--- src/rtl/pipelined_adder.sv ---
// Pipelined ripple-carry adder: one CW-bit chunk per stage, valid/ready handshake on both ends.
// Optional macro PIPE_ADDER_SUB_EN enables subtraction via sub and signed overflow reporting.
module pipelined_adder #(
  parameter int WIDTH  = 16,
  parameter int STAGES = 4
) (
  input  logic             clk,
  input  logic             rst,
  input  logic             in_valid,
  output logic             in_ready,
  input  logic [WIDTH-1:0] a,
  input  logic [WIDTH-1:0] b,
  input  logic             cin,
  input  logic             sub,
  output logic             out_valid,
  input  logic             out_ready,
  output logic [WIDTH-1:0] sum,
  output logic             carry_out,
  output logic             overflow
);

  localparam int CW   = WIDTH / STAGES;
  localparam int LAST = STAGES - 1;

  logic [STAGES-1:0][WIDTH-1:0] aSkew_q, bSkew_q, sum_q, sum_d;
  logic [STAGES-1:0]            carry_q, carry_d, valid_q;
  logic [STAGES-1:0][WIDTH-1:0] aUp, bUp, sUp;
  logic [STAGES-1:0]            cUp, vUp, ready;
  logic [WIDTH-1:0]             bEff;
  logic                         cinEff;
  logic [CW:0]                  chunk;
  logic                         allFull;

`ifdef PIPE_ADDER_SUB_EN
  // Subtraction folds into operand B and the carry in before stage 0.
  assign bEff   = sub ? ~b : b;
  assign cinEff = sub ? 1'b1 : cin;
`else
  logic unusedSub;
  assign unusedSub = sub;
  assign bEff      = b;
  assign cinEff    = cin;
`endif

  for (genvar k = 0; k < STAGES; k++) begin : gUp
    if (k == 0) begin : gFirst
      assign aUp[k] = a;
      assign bUp[k] = bEff;
      assign sUp[k] = '0;
      assign cUp[k] = cinEff;
      assign vUp[k] = in_valid;
    end else begin : gRest
      assign aUp[k] = aSkew_q[k-1];
      assign bUp[k] = bSkew_q[k-1];
      assign sUp[k] = sum_q[k-1];
      assign cUp[k] = carry_q[k-1];
      assign vUp[k] = valid_q[k-1];
    end
  end

  always_comb begin
    sum_d   = '0;
    carry_d = '0;
    chunk   = '0;
    for (int k = 0; k < STAGES; k++) begin
      chunk = {1'b0, aUp[k][k*CW +: CW]} + {1'b0, bUp[k][k*CW +: CW]} + {{CW{1'b0}}, cUp[k]};
      sum_d[k] = sUp[k];
      sum_d[k][k*CW +: CW] = chunk[CW-1:0];
      carry_d[k] = chunk[CW];
    end
  end

  // A stage can take new data unless it and every stage after it are full with the output stalled.
  always_comb begin
    ready   = '0;
    allFull = 1'b1;
    for (int k = 0; k < STAGES; k++) begin
      allFull = 1'b1;
      for (int j = k; j < STAGES; j++) allFull = allFull & valid_q[j];
      ready[k] = out_ready | ~allFull;
    end
  end

  always_ff @(posedge clk or posedge rst) begin
    if (rst) begin
      valid_q <= '0;
      carry_q <= '0;
      aSkew_q <= '0;
      bSkew_q <= '0;
      sum_q   <= '0;
    end else begin
      for (int k = 0; k < STAGES; k++) begin
        if (ready[k]) begin
          valid_q[k] <= vUp[k];
          if (vUp[k]) begin
            aSkew_q[k] <= aUp[k];
            bSkew_q[k] <= bUp[k];
            sum_q[k]   <= sum_d[k];
            carry_q[k] <= carry_d[k];
          end
        end
      end
    end
  end

  // Operand bits already consumed upstream are never read again; synthesis prunes them.
  logic unusedBits;
  assign unusedBits = ^{aSkew_q, bSkew_q, sum_q};

  assign in_ready  = ready[0];
  assign out_valid = valid_q[LAST];
  assign sum       = sum_q[LAST];
  assign carry_out = carry_q[LAST];

`ifdef PIPE_ADDER_SUB_EN
  assign overflow = (aSkew_q[LAST][WIDTH-1] == bSkew_q[LAST][WIDTH-1]) &&
                    (sum_q[LAST][WIDTH-1] != aSkew_q[LAST][WIDTH-1]);
`else
  assign overflow = 1'b0;
`endif

endmodule

--- config.mk ---
export PLATFORM = sky130hd
export DESIGN_NAME = pipelined_adder
export DESIGN_NICKNAME = d
export VERILOG_FILES = /design/src/rtl/pipelined_adder.sv
export SDC_FILE = /design/constraint.sdc
export NUM_CORES = 1
export LEC_CHECK = 0
export CAP_MARGIN = 25
export CORE_MARGIN = 2
export CORE_UTILIZATION = 32
export CTS_CLUSTER_SIZE = 30
export DETAILED_ROUTE_END_ITERATION = 8
export HOLD_SLACK_MARGIN = 0.08
export SLEW_MARGIN = 20
export SYNTH_ARGS = -nofsm -noshare
export SYNTH_HDL_FRONTEND = slang
export SYNTH_SLANG_ARGS = --single-unit
--- constraint.sdc ---
create_clock -name clk -period 3.59 [get_ports clk]
set_clock_uncertainty 0.05 [all_clocks]
set_input_delay 1.077 -clock clk [delete_from_list [all_inputs] [get_ports clk]]
set_output_delay 1.077 -clock clk [all_outputs]
set_load 0.02 [all_outputs]
==> metrics.txt <==
most common cell in the netlist dfrtp_1; buffers and inverters on the worst path 2; Hold Path End sUp[59]; Sink Count 96; Routed Antenna Nets 0; DRC 0; CP Max Fanout 3; Final GP Congestion around 0.7; ANT cells 0; Synth cell types 21; number of DRC markers in iteration 0 43; CTS tree done; CP required between 2 and 2.5 ns; Area Growth Syn to Fin 27.0%; layout cells sized above 1 23.5%; Top Family by Delay on Critical Path buffers and inverters; largest net degree at the start of global routing 57; EDFF count, synth 0; Post-synth top cells dfrtp_1, mux2_2, mux2_1; Async SR Flop Fraction between 90% and 100%; Global Route Usage Sum around 11%; Starting Density 32.6%; Mapped Avg Cell Area roughly 14 µm²; die width 117 µm; vias in the first global route about 2,500; FMAX 0.289 GHz; area of the mapped netlist about 4100 µm²; drt first pass iters 4; top cell type's share of synthesized area approximately three fifths; Slowest cell on crit path clkdlybuf4s50_1; setup violators final 0; CP cell instances clkdlybuf4s50_1 > nand4b_1 > or2_2 > dlygate4sd2_1; Max H-tree Level 3; ranking of synthesized cells by area dfrtp_1, mux2_2, mux2_1, fa_1, ha_1; global-route wire length before repair approximately 12 mm; initial antenna violation count 0; Clk pin slew, worst setup/hold paths approximately 0.060 ns; Seq cells post-synth between 90 and 100; Lkg Pwr approximately 0.0023 µW; Worst R2R Setup Slack around 1.7 ns; GR Overflow Total 0; Setup CP Type in2out; Nets approximately 410; total CTS buffers 9; status finished clean; row cnt 41; die height 117 µm; Final Routed Wirelength between 6 and 7 mm; pwr dens a little over 700 nW/µm²; slowest stage delay, CP between 0.4 and 0.5 ns; Arr. time, crit path 2.33 ns; core area 12,500 µm²; Cells after Synth 285; R2R Path End carry_q[3]; via density per instance 4.35; utilization after layout about two fifths; Main synth FF type dfrtp_1; Max clock buf depth 2; Tot Pwr between 3000 and 4000 µW; Skew-Pair Late Insertion Delay ~0.33 ns; post-synthesis sequential area ratio ~60%; Pins Over Slew Limit 0; Crit. End Element output port; Syn Nets ~340; Worst setup SP type input port; peak supply drop roughly 0.25 mV; area leader, netlist dfrtp_1; Tcrit/Tclk final between 90% and 100%; hpwl dp roughly 4.6 mm; hold path startpoint sUp[59]; Max Cap Viol 0; vias 2,285; postcts setup bufs 0; final worst slack ~0.13 ns; IO Port Bufs between 50 and 60; min-delay worst type reg2reg; unrepaired setup endpoints after global routing false; Placement Setup Slack -0.0684 ns; R2R cell count 5; R2R Path Start aSkew_q[44]; die area 13,700 µm²; Hold Crit Depth 2; drt wl/cell approximately 13 µm; Final Hold Fails 0; Synth warnings 0; CTS root buf clkbuf_16; post-layout min period between 3 and 4 ns; IO Pins 58
-- final cells by class --
cell class | count | area (µm²)
clock inverters | 5 | 53.8
well taps | 172 | 215
fillers | 1235 | 7340
inverters | 14 | 56.3
flip-flops and latches | 96 | 2400
clock buffers | 11 | 253
repair buffers | 63 | 634
multi-input cells | 164 | 1560
-- report_power, final --
group / switching [µW] / internal, µW / total, µW
sequential: 193 / 1440 / 1640
combinational: 492 / 638 / 1130
clock: 393 / 577 / 970
total: 1080 / 2660 / 3740
-- worst reg2reg max path: stages, from the launching register on --
cell and delay (ns):
dfrtp_1 0.40, fa_1 0.49, fa_1 0.42, a21o_1 0.19, a21oi_1 0.13, o21ai_0 0.08
-- per-layer routing --
metal | share of wire (%) | vias to the layer above | track usage, %
met5 | 0 | - | 0
met4 | 2.2 | 0 | 5.65
met3 | 3.7 | 12 | 2.27
met2 | 46 | 43 | 18.1
met1 | 48 | 1124 | 14.8
li1 | - | 1106 | -
-- placed cells by master, fill, tap and decap left out, types with 9 or more instances in the layout --
cell,count
clkbuf_16,9
clkdlybuf4s50_1,54
dfrtp_1,96
ha_1,12
inv_1,13
mux2_1,22
mux2_2,55
nand2_1,18
o21ai_0,15
-- stage by stage --
stage                     setup TNS [ns]  instances  hold WS [ns]  instance area [µm²]
after global routing                   0        525         0.458                 5180
after global placement           -0.0715        509         0.409                 4870
final                                  0        525         0.425                 5180
after CTS                              0        525         0.433                 5180
after detailed placement         -0.0684        509         0.418                 4870
after floorplan                        0        285         0.396                 4080
-- what timing repair did --
item                                   4_1_cts  5_1_grt
endpoints found under the hold margin        0        0
gates resized for setup                      1        0
hold buffers                                 0        0
setup endpoints to repair                    1        0
-- state kept, by name, summed over array words and instances (netlist names) --
signal,cells
sum,16
sUp,24
aSkew_q,24
bSkew_q,24
valid_q,4
carry_q,4
-- cells by family after synthesis --
kind of cell | Yosys count | share of synthesized area, %
adders and majority gates | 20 | 7.61
and+or+nand+nor | 26 | 2.98
xor gates and xnor gates | 8 | 1.72
other | 1 | 0.0919
muxes | 77 | 21.3
AOI/OAI and AO/OA | 32 | 4.51
DFF | 96 | 58.9
buffers and inverters | 25 | 2.94
-- how the worst max path moves through the flow --
stage | startpoint | endpoint | slack, ns | cells after the start
floorplan | out_ready | in_ready | 0.80 | 2
global placement | out_ready | in_ready | -0.07 | 4
detailed placement | out_ready | in_ready | -0.07 | 4
CTS | out_ready | in_ready | 0.14 | 4
global route | out_ready | in_ready | 0.05 | 4
finish | out_ready | in_ready | 0.13 | 4
No activity file was read; power rests on OpenSTA's default activity.
